===== src/rtl/padframe_cfg_seq_pkg.sv =====
// rtl/padframe_cfg_seq_pkg.sv - shared types and helpers for the padframe config sequencer
package padframe_cfg_seq_pkg;

    localparam int CFG_AW = 32;
    localparam int CFG_DW = 32;
    localparam int CFG_SW = CFG_DW / 8;

    typedef enum logic [2:0] {
        ST_IDLE,
        ST_WR,
        ST_RD,
        ST_CHK,
        ST_NEXT,
        ST_DONE,
        ST_ERR
    } state_e;

    typedef enum logic [1:0] {
        ERR_NONE     = 2'd0,
        ERR_BUS      = 2'd1,
        ERR_MISMATCH = 2'd2,
        ERR_TIMEOUT  = 2'd3
    } err_code_e;

    typedef struct packed {
        logic [CFG_AW-1:0] addr;
        logic [CFG_DW-1:0] data;
        logic [CFG_SW-1:0] strb;
    } entry_t;

    // Expand byte strobes into a per-bit compare mask.
    function automatic logic [CFG_DW-1:0] strb_to_mask(input logic [CFG_SW-1:0] strb);
        logic [CFG_DW-1:0] mask;
        for (int i = 0; i < CFG_SW; i++) begin
            mask[i*8 +: 8] = {8{strb[i]}};
        end
        return mask;
    endfunction

endpackage


===== src/rtl/padframe_cfg_seq_table.sv =====
// rtl/padframe_cfg_seq_table.sv - entry register file, one write port and one async read port
module padframe_cfg_seq_table
    import padframe_cfg_seq_pkg::*;
#(
    parameter int NumEntries = 16,
    localparam int IdxWidth = $clog2(NumEntries)
) (
    input  logic                clk,
    input  logic                wr_en,
    input  logic [IdxWidth-1:0] wr_idx,
    input  entry_t              wr_entry,
    input  logic [IdxWidth-1:0] rd_idx,
    output entry_t              rd_entry
);

    // Contents survive reset so a restart replays the preloaded table.
    entry_t mem_q [NumEntries];

    always_ff @(posedge clk) begin
        if (wr_en) begin
            mem_q[wr_idx] <= wr_entry;
        end
    end

    assign rd_entry = mem_q[rd_idx];

endmodule


===== src/rtl/padframe_cfg_seq.sv =====
// rtl/padframe_cfg_seq.sv - boot-time padframe register write sequencer with optional read-back verify
module padframe_cfg_seq
    import padframe_cfg_seq_pkg::*;
#(
    parameter int NumEntries    = 16,
    parameter int AddrWidth     = CFG_AW,
    parameter int DataWidth     = CFG_DW,
    parameter int TimeoutCycles = 255,
    localparam int StrbWidth    = DataWidth / 8,
    localparam int IdxWidth     = $clog2(NumEntries),
    localparam int NumWidth     = IdxWidth + 1
) (
    input  logic                 clk_i,
    input  logic                 rst_i,
    input  logic                 load_valid_i,
    output logic                 load_ready_o,
    input  logic [IdxWidth-1:0]  load_idx_i,
    input  logic [AddrWidth-1:0] load_addr_i,
    input  logic [DataWidth-1:0] load_data_i,
    input  logic [StrbWidth-1:0] load_strb_i,
    input  logic                 start_i,
    input  logic [NumWidth-1:0]  num_i,
    input  logic                 verify_en_i,
    output logic                 busy_o,
    output logic                 done_o,
    output logic                 err_o,
    output logic [IdxWidth-1:0]  err_idx_o,
    output logic [1:0]           err_code_o,
    output logic [AddrWidth-1:0] cfg_addr_o,
    output logic                 cfg_write_o,
    output logic [DataWidth-1:0] cfg_wdata_o,
    output logic [StrbWidth-1:0] cfg_wstrb_o,
    output logic                 cfg_valid_o,
    input  logic [DataWidth-1:0] cfg_rdata_i,
    input  logic                 cfg_error_i,
    input  logic                 cfg_ready_i
);

    localparam int TcntWidth = $clog2(TimeoutCycles + 1);
    localparam logic [NumWidth-1:0]  NUM_MAX   = NumWidth'(NumEntries);
    localparam logic [TcntWidth-1:0] TCNT_LAST = TcntWidth'(TimeoutCycles - 1);

    state_e                 state_q;
    logic [IdxWidth-1:0]    idx_q;
    logic [NumWidth-1:0]    num_q;
    logic                   verify_q;
    logic [TcntWidth-1:0]   tcnt_q;
    logic [StrbWidth-1:0]   strb_q;
    logic [DataWidth-1:0]   rdata_q;

    logic                   load_fire;
    logic                   start_fire;
    logic                   last;
    logic                   launch;
    logic [NumWidth-1:0]    num_eff;
    logic [IdxWidth-1:0]    rd_idx;
    entry_t                 load_entry;
    entry_t                 rd_entry;
    entry_t                 issue_entry;

    assign busy_o       = state_q inside {ST_WR, ST_RD, ST_CHK, ST_NEXT};
    assign load_ready_o = !busy_o;
    assign load_fire    = load_valid_i && !busy_o;
    assign start_fire   = start_i && !busy_o;
    assign num_eff      = (num_i > NUM_MAX) ? NUM_MAX : num_i;
    assign last         = ({1'b0, idx_q} == num_q - 1'b1);
    assign launch       = (start_fire && num_eff != '0) || (state_q == ST_NEXT && !last);
    assign load_entry   = {load_addr_i, load_data_i, load_strb_i};

    // Request fields are loaded one cycle ahead: entry 0 on start, idx+1 from NEXT.
    assign rd_idx       = busy_o ? idx_q + 1'b1 : '0;
    // A load landing in the start cycle must be visible to the first request.
    assign issue_entry  = (load_fire && load_idx_i == rd_idx) ? load_entry : rd_entry;

    padframe_cfg_seq_table #(
        .NumEntries (NumEntries)
    ) u_table (
        .clk      (clk_i),
        .wr_en    (load_fire),
        .wr_idx   (load_idx_i),
        .wr_entry (load_entry),
        .rd_idx   (rd_idx),
        .rd_entry (rd_entry)
    );

    always_ff @(posedge clk_i) begin
        if (rst_i) begin
            state_q     <= ST_IDLE;
            idx_q       <= '0;
            num_q       <= '0;
            verify_q    <= 1'b0;
            tcnt_q      <= '0;
            strb_q      <= '0;
            rdata_q     <= '0;
            done_o      <= 1'b0;
            err_o       <= 1'b0;
            err_idx_o   <= '0;
            err_code_o  <= ERR_NONE;
            cfg_addr_o  <= '0;
            cfg_write_o <= 1'b0;
            cfg_wdata_o <= '0;
            cfg_wstrb_o <= '0;
            cfg_valid_o <= 1'b0;
        end else begin
            done_o <= 1'b0;
            case (state_q)
                ST_IDLE, ST_DONE, ST_ERR: begin
                    if (start_fire) begin
                        num_q      <= num_eff;
                        verify_q   <= verify_en_i;
                        idx_q      <= '0;
                        err_o      <= 1'b0;
                        err_idx_o  <= '0;
                        err_code_o <= ERR_NONE;
                        if (num_eff == '0) begin
                            state_q <= ST_DONE;
                            done_o  <= 1'b1;
                        end
                    end
                end
                ST_WR: begin
                    if (cfg_ready_i) begin
                        cfg_valid_o <= 1'b0;
                        tcnt_q      <= '0;
                        if (cfg_error_i) begin
                            state_q    <= ST_ERR;
                            err_o      <= 1'b1;
                            err_idx_o  <= idx_q;
                            err_code_o <= ERR_BUS;
                        end else if (verify_q) begin
                            state_q     <= ST_RD;
                            cfg_write_o <= 1'b0;
                            cfg_wstrb_o <= '0;
                        end else begin
                            state_q <= ST_NEXT;
                        end
                    end else if (tcnt_q == TCNT_LAST) begin
                        cfg_valid_o <= 1'b0;
                        state_q     <= ST_ERR;
                        err_o       <= 1'b1;
                        err_idx_o   <= idx_q;
                        err_code_o  <= ERR_TIMEOUT;
                    end else begin
                        tcnt_q <= tcnt_q + 1'b1;
                    end
                end
                ST_RD: begin
                    // First RD cycle is the mandatory idle gap after the write.
                    if (!cfg_valid_o) begin
                        cfg_valid_o <= 1'b1;
                    end else if (cfg_ready_i) begin
                        cfg_valid_o <= 1'b0;
                        if (cfg_error_i) begin
                            state_q    <= ST_ERR;
                            err_o      <= 1'b1;
                            err_idx_o  <= idx_q;
                            err_code_o <= ERR_BUS;
                        end else begin
                            rdata_q <= cfg_rdata_i;
                            state_q <= ST_CHK;
                        end
                    end else if (tcnt_q == TCNT_LAST) begin
                        cfg_valid_o <= 1'b0;
                        state_q     <= ST_ERR;
                        err_o       <= 1'b1;
                        err_idx_o   <= idx_q;
                        err_code_o  <= ERR_TIMEOUT;
                    end else begin
                        tcnt_q <= tcnt_q + 1'b1;
                    end
                end
                ST_CHK: begin
                    if (((rdata_q ^ cfg_wdata_o) & strb_to_mask(strb_q)) != '0) begin
                        state_q    <= ST_ERR;
                        err_o      <= 1'b1;
                        err_idx_o  <= idx_q;
                        err_code_o <= ERR_MISMATCH;
                    end else begin
                        state_q <= ST_NEXT;
                    end
                end
                ST_NEXT: begin
                    if (last) begin
                        state_q <= ST_DONE;
                        done_o  <= 1'b1;
                    end else begin
                        idx_q <= idx_q + 1'b1;
                    end
                end
                default: state_q <= ST_IDLE;
            endcase

            if (launch) begin
                state_q     <= ST_WR;
                cfg_valid_o <= 1'b1;
                cfg_write_o <= 1'b1;
                cfg_addr_o  <= issue_entry.addr;
                cfg_wdata_o <= issue_entry.data;
                cfg_wstrb_o <= issue_entry.strb;
                strb_q      <= issue_entry.strb;
                tcnt_q      <= '0;
            end
        end
    end

endmodule


===== config.mk =====
export PLATFORM = sky130hd
export DESIGN_NAME = padframe_cfg_seq
export DESIGN_NICKNAME = d
export VERILOG_FILES = /design/src/rtl/padframe_cfg_seq_pkg.sv /design/src/rtl/padframe_cfg_seq_table.sv /design/src/rtl/padframe_cfg_seq.sv
export SDC_FILE = /design/constraint.sdc
export NUM_CORES = 1
export LEC_CHECK = 0
export BUFFER_PORTS_ARGS = -buffer_cell sky130_fd_sc_hd__buf_2
export CELL_PAD_IN_SITES_DETAIL_PLACEMENT = 1
export CELL_PAD_IN_SITES_GLOBAL_PLACEMENT = 1
export CORE_UTILIZATION = 30
export DETAILED_ROUTE_END_ITERATION = 16
export PLACE_DENSITY = 0.48
export RECOVER_POWER = 25
export SLEW_MARGIN = 20
export SYNTH_ARGS = -nofsm -noshare
export SYNTH_HDL_FRONTEND = slang
export SYNTH_SLANG_ARGS = --single-unit

===== constraint.sdc =====
create_clock -name clk_i -period 9.1 [get_ports clk_i]
set_input_delay 0.455 -clock clk_i [delete_from_list [all_inputs] [get_ports clk_i]]
set_output_delay 0.455 -clock clk_i [all_outputs]
set_load 0.02 [all_outputs]

* Yosys cells after proc, flatten, opt, wreduce, memory -nomap -nowiden
Memories as Yosys holds them, arrays and structs flattened. Cells that the tools add are included.
Word-level totals: word-level logic and storage cells 145, memories 1, memory bits (writable) 1088, register bits 135, bits of input ports 116, output and inout bits 80
Memory list:
- u_table.mem_q | words 16, bits a word 68, read ports 1, clocked after memory_dff 0, write ports 1, RTL line padframe_cfg_seq_table.sv:17 | entry_t mem_q [NumEntries];
Operators by class: muxes and demuxes 67, add/sub/neg operators 3, equal/unequal tests 22, bitwise operators 3, magnitude comparators 1, reductions and logical operators 31
Operators by type and width (number):
- $mux 68 | 1
- $mux 4 | 13
- $and 32x32->32 | 1
- $mux 8 | 4
- $reduce_bool 32->1 | 1
- $xor 32x32->32 | 1
- $mux 3 | 10
- $mux 1 | 23
- $reduce_and 4->1 | 5
- $pmux 4 s4 | 1
- $pmux 8 s2 | 1
- $pmux 3 s5 | 1
- $mux 2 | 7
- $ne 2x2->1 const B | 6
- $ne 3x3->1 const B | 4
- $reduce_bool 2->1 | 5
- $eq 3x3->1 const B | 3
- $add 8x1->8 const B | 1
- $eq 8x8->1 const B | 1
- $pmux 2 s4 | 1
- $pmux 4 s2 | 1
- $reduce_bool 4->1 | 2
- $eq 3x2->1 const B | 2
- $reduce_and 3->1 | 2
- other kinds (22) | 30

* Logic depth before layout (Yosys ltp)
Gate-level depths: netlist of run 1.
depth in word-level cells 8, depth in mapped cells 12, mapped depth without buffers 8

* Modules after synthesis
From an unflattened synthesis of run 1, not the netlist that was laid out.
Unflattened totals: cell total of the unflattened synthesis 2405, area, all modules 46808.6 µm²
Modules (own cells, without submodules):
- padframe_cfg_seq_table | times used 1, cells an instance 1682, sequential area each 32671.3 µm², area each 40617.7 µm²
- padframe_cfg_seq | times used 1, cells an instance 723, sequential area each 2702.6 µm², area each 6190.9 µm²

* Least setup slack after synthesis of run 1
No wires, ideal clock.
kind register to register, from reg state_q[1], to mem u_table.mem_q[1][0] in the netlist's numbering (enable), data arrival time 5.974 ns, period minus slack after synthesis 6.553 ns, stages on the path, launching flop included 7, setup slack 2.547 ns, path buffers 2, cell sequence dfxtp_1 > buf_6 > or3_1 > buf_2 > nand2_2 > nand4b_1 > nor3_1
On the way: longest elaborated chain between the ends 6, elaborated cells between the ends (all ways) 9, classes of those cells 4 x eq/ne; 2 x mux; 3 x reduce/logical
RTL lines:
- start: declaration | RTL line padframe_cfg_seq.sv:43 | state_e state_q;
- start signal: assignment | RTL line padframe_cfg_seq.sv:88 | state_q <= ST_IDLE;
- start signal: assignment | RTL line padframe_cfg_seq.sv:116 | state_q <= ST_DONE;
- start signal: assignment | RTL line padframe_cfg_seq.sv:126 | state_q <= ST_ERR;
- $eq 3x1->1, or another cell as far along | RTL line padframe_cfg_seq.sv:61 | assign busy_o = state_q inside {ST_WR, ST_RD, ST_CHK, ST_NEXT};
- $reduce_bool 4->1 (*) | RTL line padframe_cfg_seq.sv:61
- $logic_not 1->1 (*)
- via load_ready_o | RTL line padframe_cfg_seq.sv:16 | output logic load_ready_o,
- $logic_and 1x1->1 (*) | RTL line padframe_cfg_seq.sv:63 | assign load_fire = load_valid_i && !busy_o;
- $mux 1 (*) | RTL line padframe_cfg_seq_table.sv:20 | if (wr_en) begin
- $mux 1 (not written as such) (*) | RTL line padframe_cfg_seq_table.sv:21 | mem_q[wr_idx] <= wr_entry;
- end: declaration | RTL line padframe_cfg_seq_table.sv:17
Mark *: on every way through the listed nets, which the timed path passes. The rest lies on a longest branch.

* Final worst setup path of run 1
from reg state_q[1], to reg cfg_wdata_o[2]
On the way: longest elaborated chain between the ends 6, elaborated cells between the ends (all ways) 16, classes of those cells 5 x eq/ne; 2 x mux; 8 x reduce/logical; 1 x memory
RTL lines:
- parallel branches: the longest is 6 deep, another holds $mem_v2 16x68
- end signal: assignment | RTL line padframe_cfg_seq.sv:198 | cfg_wdata_o <= issue_entry.data;
- end: declaration | RTL line padframe_cfg_seq.sv:31 | output logic [DataWidth-1:0] cfg_wdata_o,
Several ways; the timed one is not identified. A chain may end at the register's enable or synchronous reset.

==> impl_metrics.tcl, run 1 <==
set metrics [dict create \
    status "finished, final reports clean" \
    worstPathMaxFanout 49 \
    drtPass1Iterations 5 \
    crit_top_cell "buf_4" \
    clk_path_buf_depth 3 \
    min_period_over_period_pct 56.7 \
    slew_headroom_pct 24.3 \
    r2r_setup_slack_ns 3.94 \
    drv_cap 0 \
    cts_sinks 1223 \
    layout.nets 3470 \
    grt_max_degree 132 \
    antenna_found_initial 16 \
    crit_family "buffers and inverters" \
    numCtsBuffers 142 \
    place.gp.congestion 0.745 \
    critPathMaxStageDelay_ns 0.84 \
    portBuffers 195 \
    dpl.hpwl_um 88700 \
    clkTransAtPathRegs_ns 0.06 \
    ys_seq_elements 1223 \
    synthAdderAreaFrac_pct 0.162 \
    path_buf_inv 3 \
    initial_core_util_pct 30.3 \
    crit_type "register to register" \
    yosysMostFrequentCell "edfxtp_1" \
    leakage_nw 18.4 \
    ir_drop_v 0.000167 \
    fin_crit_ns 5.16 \
    synth.largest_area_cell "edfxtp_1" \
    startpoint_type "register" \
    synth_area_sq_um 49400 \
    synth-simple-area-share_pct 6.22 \
    io_pins 196 \
    yosys.area.top_type_share_pct 66.1 \
    arrival_ns 5.85 \
    wl_met3_um 7020 \
    drc 0 \
    synth_top_family_by_area "compound AO/OA/AOI/OAI gates" \
    ys_types 69 \
    synth-edff-count 1088 \
    whs_ns 0.0924 \
    required_ns 9.79 \
    p_switching_mw 5.09 \
    post-place-cells 5339 \
    core_sq_um 163000 \
    drive_gt1_share_pct 18.5 \
    synth_ff_type "edfxtp_1" \
    worst_clock_skew_ns 0.0327 \
    yosys-top-cells-count "1088 x edfxtp_1, 278 x mux2i_1, 221 x nand2_1" \
    routedWlPerCell_um 28.9 \
    synth_nets 3256 \
    wl_met1_um 75100 \
    grt_pass1_vias 31708 \
    yosys_warnings 0 \
    setup_viol 0 \
    die-area_sq_um 166000 \
    p_comb_share_pct 23.9 \
    seq_power_share_pct 41.6 \
    die_w_um 408 \
    highest_layer "met5" \
    worstSetupEndpointType "register" \
    yosysSeqAreaShare_pct 71.6 \
    areaGrowthSynthToFinish_pct 16.7 \
    synth-async-reset-ratio_pct 0 \
    grt_pass1_wl_um 233000 \
    hold_viol_final 0 \
    cp.depth 9 \
    num_rows 148 \
    maxSlewViolCount 0 \
    cts_setup_buffers 0 \
    worstRegToRegCells 9 \
    wl_met2_um 77700 \
    synthCells 3135 \
    cts-root-buf "clkbuf_16" \
    grtUsageTotal_pct 19.4 \
    hold_path_class "primary input to register" \
    r2r_end "cfg_wdata_o[2]" \
    rsz0062_at_grt "no" \
    synth_compound_area_share_pct 10.1 \
    num_vias 29772 \
    routed_via_density 5.27 \
    min_from "load_data_i[13]" \
    slowest_stage "buf_4" \
    drtIter0Drc 2061 \
    wl_um 163000 \
    p_int_mw 11.1 \
    fmax_ghz 0.194 \
    syn_area_per_cell_sq_um 15.8 \
    synth_area_leaders "edfxtp_1 66%, mux2i_1 5.6%, dfxtp_1 5.5%" \
    pwr-share-clk_pct 34.4 \
    hold_depth 1 \
    tightest_slew_ns 1.14 \
    synthMuxAreaShare_pct 8.85 \
    worstHoldEndpoint "u_table.mem_q[1][17]" \
    ant_nets 0 \
    htreeDepth 4 \
    insertion_delay_ns 0.78 \
    p_sw_share_pct 31.5 \
    power_mw 16.2 \
    rr_startpoint "state_q[1]" \
    synth_xor_area_share_pct 0.780 \
    overflow 0 \
    final_cells 5645 \
    dieHeight_um 408 \
    final.setup.tns_ns 0 \
    path_cells "o21ai_0 > nand2_2 > inv_4 > buf_4 > nand2_1 > nor3b_2 > buf_4 > o211ai_1 > o211ai_2" \
    powerDensity_nw_per_um2 280 \
    cts_tree "built" \
]
==> cell usage in the layout, fill, tap and decap left out, drive strengths merged, types with 20 or more instances in the layout <==
cell,Yosys,layout
buf,91,219
xnor2,39,39
nor3b,68,68
clkinv,3,34
a211oi,73,73
dlygate4sd3,0,41
edfxtp,1088,1088
nor3,20,20
o2bb2ai,67,67
o211ai,127,127
o22ai,67,67
nor2,101,101
clkbuf,140,255
a21oi,63,63
a31oi,137,137
o221ai,69,69
nand2,222,222
mux2i,278,278
and2,75,75
or2,64,64
mux4,67,67
dfxtp,135,135
==> stage by stage <==
step	instance area, sq um	setup WS [ns]	util [%]
final	57700	3.94	35.3
after global routing	57700	3.66	35.3
after CTS	57700	3.95	35.4
after floorplan	49400	2.55	-
after global placement	52800	4.15	32.3
after detailed placement	52800	4.02	32.3
==> state kept, by name, indices dropped and copies added, names as in the netlist, 5 cells and up <==
| signal | flops |
|---|---|
| cfg_addr_o | 32 |
| cfg_wdata_o | 32 |
| num_q | 5 |
| rdata_q | 32 |
| tcnt_q | 8 |
| u_table.mem_q | 1088 |
==> worst max path at each step <==
stage / end / slack (ns) / startpoint
2_1_floorplan: u_table.mem_q[1][0] / 2.55 / state_q[1]
3_3_place_gp: cfg_addr_o[12] / 4.15 / state_q[1]
3_5_place_dp: cfg_wdata_o[2] / 4.02 / state_q[1]
4_1_cts: cfg_wdata_o[2] / 3.95 / state_q[1]
5_1_grt: cfg_wdata_o[4] / 3.66 / state_q[1]
6_report: cfg_wdata_o[2] / 3.94 / state_q[1]
==> layout make-up <==
cell class	count	area [sq um]
Antenna cell	8	20.0
Tap cell	2175	2720
Sequential cell	1223	35400
Fill cell	16489	105000
Clock buffer	214	4110
Timing Repair Buffer	301	1870
Inverter	15	68.8
Clock inverter	43	404
Multi-Input combinational cell	1666	13100
==> layer usage <==
layer | track usage, % | vias to the layer above
met5 | 0 | -
met4 | 4.89 | 8
met3 | 3.22 | 241
met2 | 32.0 | 702
met1 | 26.4 | 15959
li1 | - | 12862
==> cell families (layout without fill, tap and decap cells) <==
kind of cell,Yosys count,count (layout)
AOI/OAI and AO/OA,654,654
xor gates and xnor gates,44,44
adders and majority gates,6,6
buffers and inverters,246,573
DFF,1223,1223
muxes,352,352
other,0,8
and+or+nand+nor,610,610
==> what timing repair did <==
| item | CTS | global route |
|---|---|---|
| resized for setup | 0 | 0 |
| hold endpoints to repair | 125 | 0 |
| hold buffers | 41 | 0 |
==> power groups by stage <==
stage	clock, mW	combinational (mW)	sequential (mW)
floorplan	0	2.44	6.82
global placement	0	3.83	6.85
detailed placement	0	3.89	6.86
CTS	5.71	3.92	6.74
global route	5.90	4.14	6.75
finish	5.57	3.87	6.73
Power figures use the tool's default switching activity.
==> run 2: changes to the inputs <==
clock period = 5.29 ns   (was 9.1 ns; I/O delays follow)
==> run 2 against run 1 <==
Net effect: critical path depth unchanged; die area unchanged; sequential share of layout area decreased by 1.6 points; core utilization increased by 0.95 points; clock skew decreased by 0.0074 ns; clock-buffer cell count decreased by 18; highest routed layer unchanged.
==> impl_metrics.tcl, run 2 (synthesis results as in run 1) <==
set metrics [dict create \
    status "finished, final reports clean" \
    insertion_delay_ns 0.77 \
    numCtsBuffers 140 \
    worst_clock_skew_ns 0.0252 \
    hold_viol_final 0 \
    mostFrequentLayoutCells "1088 x edfxtp_1, 278 x mux2i_1, 220 x nand2_1, 151 x buf_2, 147 x clkbuf_16" \
    gr-usage-met1_pct 26.6 \
    cts_setup_buffers 0 \
    grt_pass1_wl_um 232000 \
    drtPass1Iterations 5 \
    drtIter0Drc 2293 \
    rsz0062_at_grt "no" \
    place.gp.congestion 0.768 \
    layout.nets 3555 \
    worstPathMaxFanout 58 \
    drv_cap 0 \
    clk_path_buf_depth 3 \
    grt_max_degree 132 \
    areaGrowthSynthToFinish_pct 19.9 \
    routedWlPerCell_um 28.4 \
    htreeDepth 4 \
    grt_pass1_vias 31536 \
    antenna_found_initial 18 \
    overflow 0 \
    fmax_ghz 0.241 \
    drc 0 \
    met2_usage_pct 31.6 \
    num-fill-cells 16390 \
    core_sq_um 163000 \
    fin_crit_ns 4.14 \
    path_cells "o21ai_0 > a2111o_1 > or3_1 > clkinv_4 > a211oi_2 > o21ai_4 > buf_4 > or2_2 > o211ai_2" \
    slew_headroom_pct 26.1 \
    leakage_nw 19.0 \
    worstSetupEndpointType "register" \
    wl_um 163000 \
    dieHeight_um 408 \
    ir_drop_v 0.000288 \
    min_period_over_period_pct 78.3 \
    arrival_ns 4.75 \
    hold_path_class "primary input to register" \
    num_vias 29957 \
    clkTransAtPathRegs_ns 0.06 \
    ant_nets 0 \
    num_rows 148 \
    setup_viol 0 \
    powerDensity_nw_per_um2 480 \
    die-area_sq_um 166000 \
    crit_type "register to register" \
    tightest_slew_ns 1.11 \
    r2r_setup_slack_ns 1.15 \
    portBuffers 195 \
    rr_startpoint "state_q[1]" \
    cts_tree "built" \
    place_ws_ns 1.14 \
    routed_via_density 5.23 \
    drive_gt1_share_pct 19.0 \
    top_register "u_table.mem_q" \
    required_ns 5.90 \
    largest_reg_flops 1088 \
    die_w_um 408 \
    final_core_util_pct 36.3 \
    busiest_layer "met2" \
    critPathMaxStageDelay_ns 0.82 \
    cts-root-buf "clkbuf_16" \
    final.setup.tns_ns 0 \
    crit_end "cfg_addr_o[5]" \
    startpoint_type "register" \
    worstRegToRegCells 9 \
    r2r_end "cfg_addr_o[5]" \
    startpoint "state_q[1]" \
    dpl.hpwl_um 88300 \
    io_pins 196 \
    maxSlewViolCount 0 \
    setup_ws_ns 1.15 \
    met3_usage_pct 3.37 \
    cts_sinks 1223 \
    grtUsageTotal_pct 19.3 \
    initial_core_util_pct 30.3 \
    final_common_cell "edfxtp_1" \
    slowest_stage "buf_4" \
]
## run 2: cell count changes in the layout (fill, tap and decap cells not counted), moves of 2 or more
cell and change:
clkinv_2 +11, inv_6 +3, bufinv_16 +10, clkinv_1 -6
buf_12 +36, dlygate4sd3_1 +76, clkbuf_1 -15, diode_2 -5
buf_2 -2, nor3_4 +3, buf_4 -25, nor3_2 -3
## run 2: where the power goes
group,switching (mW),internal [mW]
Combinational,4.26,2.56
Sequential,0.572,11.0
Clock,3.94,6.09
## run 2: worst min path at each step
| stage | from | endpoint | slack, ns | depth (start not counted) |
|---|---|---|---|---|
| after floorplan | load_strb_i[0] | u_table.mem_q[0][0] | 0.36 | 0 |
| after global placement | cfg_write_o | cfg_write_o | 0.45 | 2 |
| after detailed placement | err_o | err_o | 0.46 | 2 |
| after CTS | start_i | state_q[0] | 0.002 | 4 |
| after global routing | load_idx_i[2] | u_table.mem_q[3][55] | 0.07 | 2 |
| final | start_i | state_q[0] | 0.07 | 4 |
## run 2: critical path, delay by kind of cell, from the launching register on
family          cells  cell delay (ns)
compound gates      5             1.40
simple gates        2             0.81
flops               1             0.74
buf+inv             2             0.94
## run 2: through the flow
stage          total power, mW  cells  hold slack (ns)  area, sq um
3_5_place_dp              18.7   5349            0.458        53300
5_1_grt                   29.6   5724           0.0698        59200
3_3_place_gp              18.5   5348            0.454        53300
2_1_floorplan             15.9   3135            0.363        49400
4_1_cts                   28.8   5723          0.00222        59200
6_report                  28.4   5727           0.0716        59200
## run 2: routing by layer
metal	routed length (um)	vias to the layer above	share of wire (%)
met4	3280	18	2.0
met3	7790	226	4.8
met5	106	-	0.065
met2	77200	791	47
li1	-	13037	-
met1	74300	15885	46
## run 2: layout make-up
class | count | area [sq um] | share of cell area (%)
Inverter | 15 | 68.8 | 0.116
Multi-Input combinational cell | 1666 | 13100 | 22.2
Tap cell | 2175 | 2720 | 4.60
Timing Repair Buffer | 388 | 3160 | 5.33
Clock buffer | 196 | 4020 | 6.79
Clock inverter | 61 | 743 | 1.26
Antenna cell | 3 | 7.51 | 0.0127
Sequential cell | 1223 | 35400 | 59.7
## run 2: repair_timing
| action | in CTS | in global routing |
|---|---|---|
| resized for setup | 0 | 0 |
| hold buffers | 117 | 0 |
| hold endpoints to repair | 1192 | 0 |
==> run 3: changes to the inputs <==
PLACE_DENSITY = 0.5   (was 0.48)
clock period = 3.65 ns   (was 5.29 ns; I/O delays follow)
==> run 3 against run 2 <==
Net effect: global-route usage about the same; routed wire length decreased by 0.39%; maximum frequency increased by 19%; clock power increased by 36%; final area about the same; cell count increased by 0.68%; register-to-register slack got worse by 0.99 ns; total power increased by 43%; critical path type unchanged; largest cell class unchanged.
==> impl_metrics.tcl, run 3 (synthesis results as in run 1) <==
set metrics [dict create \
    layout.nets 3586 \
    drc 0 \
    multi_input_area_sq_um 13100 \
    cts_tree "built" \
    worstHoldEndpoint "u_table.mem_q[2][0]" \
    numCtsBuffers 144 \
    overflow 0 \
    setup_viol 0 \
    num-fill-cells 16427 \
    min_from "load_idx_i[3]" \
    io_pins 196 \
    die-area_sq_um 166000 \
    hold_depth 3 \
    num_rows 148 \
    stdcell_area_sq_um 59200 \
    startpoint_type "register" \
    mostFrequentLayoutCells "1088 x edfxtp_1, 278 x mux2i_1, 220 x nand2_1, 148 x buf_2, 145 x clkbuf_16" \
    slowest_stage "dfxtp_1" \
    dpl.hpwl_um 88100 \
    num_vias 29880 \
    core_sq_um 163000 \
    routedWlPerCell_um 28.1 \
    tightest_slew_ns 0.971 \
    rsz0062_at_grt "no" \
    seqCellArea_sq_um 35400 \
    grtUsageTotal_pct 19.3 \
    drtPass1Iterations 5 \
    portBuffers 195 \
    antenna_found_initial 16 \
    drive_gt1_share_pct 19.1 \
    htreeDepth 4 \
    cts_setup_buffers 0 \
    crit_family "simple AND/OR/NAND/NOR gates" \
    worst_clock_skew_ns 0.0480 \
    fmax_ghz 0.286 \
    final_core_util_pct 36.3 \
    ant_nets 0 \
    place.gp.congestion 0.739 \
    required_ns 4.32 \
    rr_startpoint "state_q[2]" \
    r2r_end "strb_q[2]" \
    drv_cap 0 \
    worstSetupEndpointType "register" \
    startpoint "state_q[2]" \
    fin_crit_ns 3.49 \
    hold_buffers 112 \
    leakage_nw 19.0 \
    ir_drop_v 0.000491 \
    grt_pass1_wl_um 232000 \
    slew_headroom_pct 35.3 \
    placed_area_sq_um 53700 \
    insertion_delay_ns 0.80 \
    hold_path_class "primary input to register" \
    worstRegToRegCells 6 \
    cts-root-buf "clkbuf_16" \
    path_buf_inv 1 \
    cts_resized 0 \
    grt_max_degree 132 \
    crit_type "register to register" \
    hold_viol_final 0 \
    arrival_ns 4.17 \
    path_cells "clkinv_1 > or3_1 > a41oi_4 > or2_4 > nand2b_1 > o41ai_1" \
    initial_core_util_pct 30.3 \
    clk_path_buf_depth 3 \
    r2r_setup_slack_ns 0.16 \
    die_w_um 408 \
    cts_sinks 1223 \
    routed_via_density 5.18 \
    dieHeight_um 408 \
    drtIter0Drc 2501 \
    maxSlewViolCount 0 \
    largest_reg_flops 1088 \
    wl_um 162000 \
    min_period_over_period_pct 95.7 \
    power_mw 40.6 \
    areaGrowthSynthToFinish_pct 19.8 \
    status "finished, final reports clean" \
    grt_pass1_vias 30712 \
    powerDensity_nw_per_um2 686 \
    worstPathMaxFanout 19 \
    final_common_cell "edfxtp_1" \
    clkTransAtPathRegs_ns 0.06 \
    critPathMaxStageDelay_ns 0.68 \
    top_register "u_table.mem_q" \
]
==> run 3: cell count changes in the layout (fill, tap and decap cells not counted), moves of 3 or more <==
cell and change:
diode_2 +3, clkinv_1 +12, buf_2 -3, buf_12 +10, buf_4 +22, bufinv_16 -13
clkbuf_8 -3, dlygate4sd3_1 -5, inv_6 +3, clkbuf_1 +17
==> run 3: how the worst max path moves through the flow <==
stage                                to  slack, ns  depth (start not counted)
finish                        strb_q[2]       0.16                          6
global route            cfg_wdata_o[31]       0.02                          7
CTS                           strb_q[2]       0.18                          6
detailed placement            strb_q[2]       0.21                          6
global placement         cfg_addr_o[31]       0.36                          7
floorplan           u_table.mem_q[8][0]      -1.10                          5
==> run 3: power by group <==
group	switching, mW	internal, mW
clock	5.82	7.81
sequential	0.735	16.0
combinational	6.35	3.90
total	12.9	27.7
==> run 3: per-stage QoR <==
step	hold slack [ns]	setup TNS [ns]	std cells	setup WS, ns
4_1_cts	0.0988	0	5760	0.176
3_5_place_dp	0.433	0	5382	0.206
6_report	0.164	0	5766	0.158
5_1_grt	0.134	0	5761	0.0157
3_3_place_gp	0.432	0	5382	0.362
2_1_floorplan	0.281	-1048.36	3135	-1.10
==> run 3: per-layer routing <==
layer | up-vias | wire length, um | global-route usage [%]
met3 | 159 | 8080 | 3.19
met2 | 766 | 74700 | 30.4
met1 | 15834 | 76900 | 27.9
met5 | - | 91 | 0
met4 | 14 | 2270 | 3.83
li1 | 13107 | - | -
==> run 3: worst reg2reg max path, stage by stage (launching register included) <==
cell	delay, ns
dfxtp_1	0.68
clkinv_1	0.44
or3_1	0.48
a41oi_4	0.46
or2_4	0.51
nand2b_1	0.33
o41ai_1	0.48
==> run 3: layout make-up <==
cell class | instances | share of cell area (%)
inverters | 15 | 0.120
clock inverters | 62 | 0.784
repair buffers | 415 | 5.86
well taps | 2175 | 4.60
diodes | 6 | 0.0254
multi-input cells | 1666 | 22.2
clock buffers | 204 | 6.71
flip-flops and latches | 1223 | 59.8
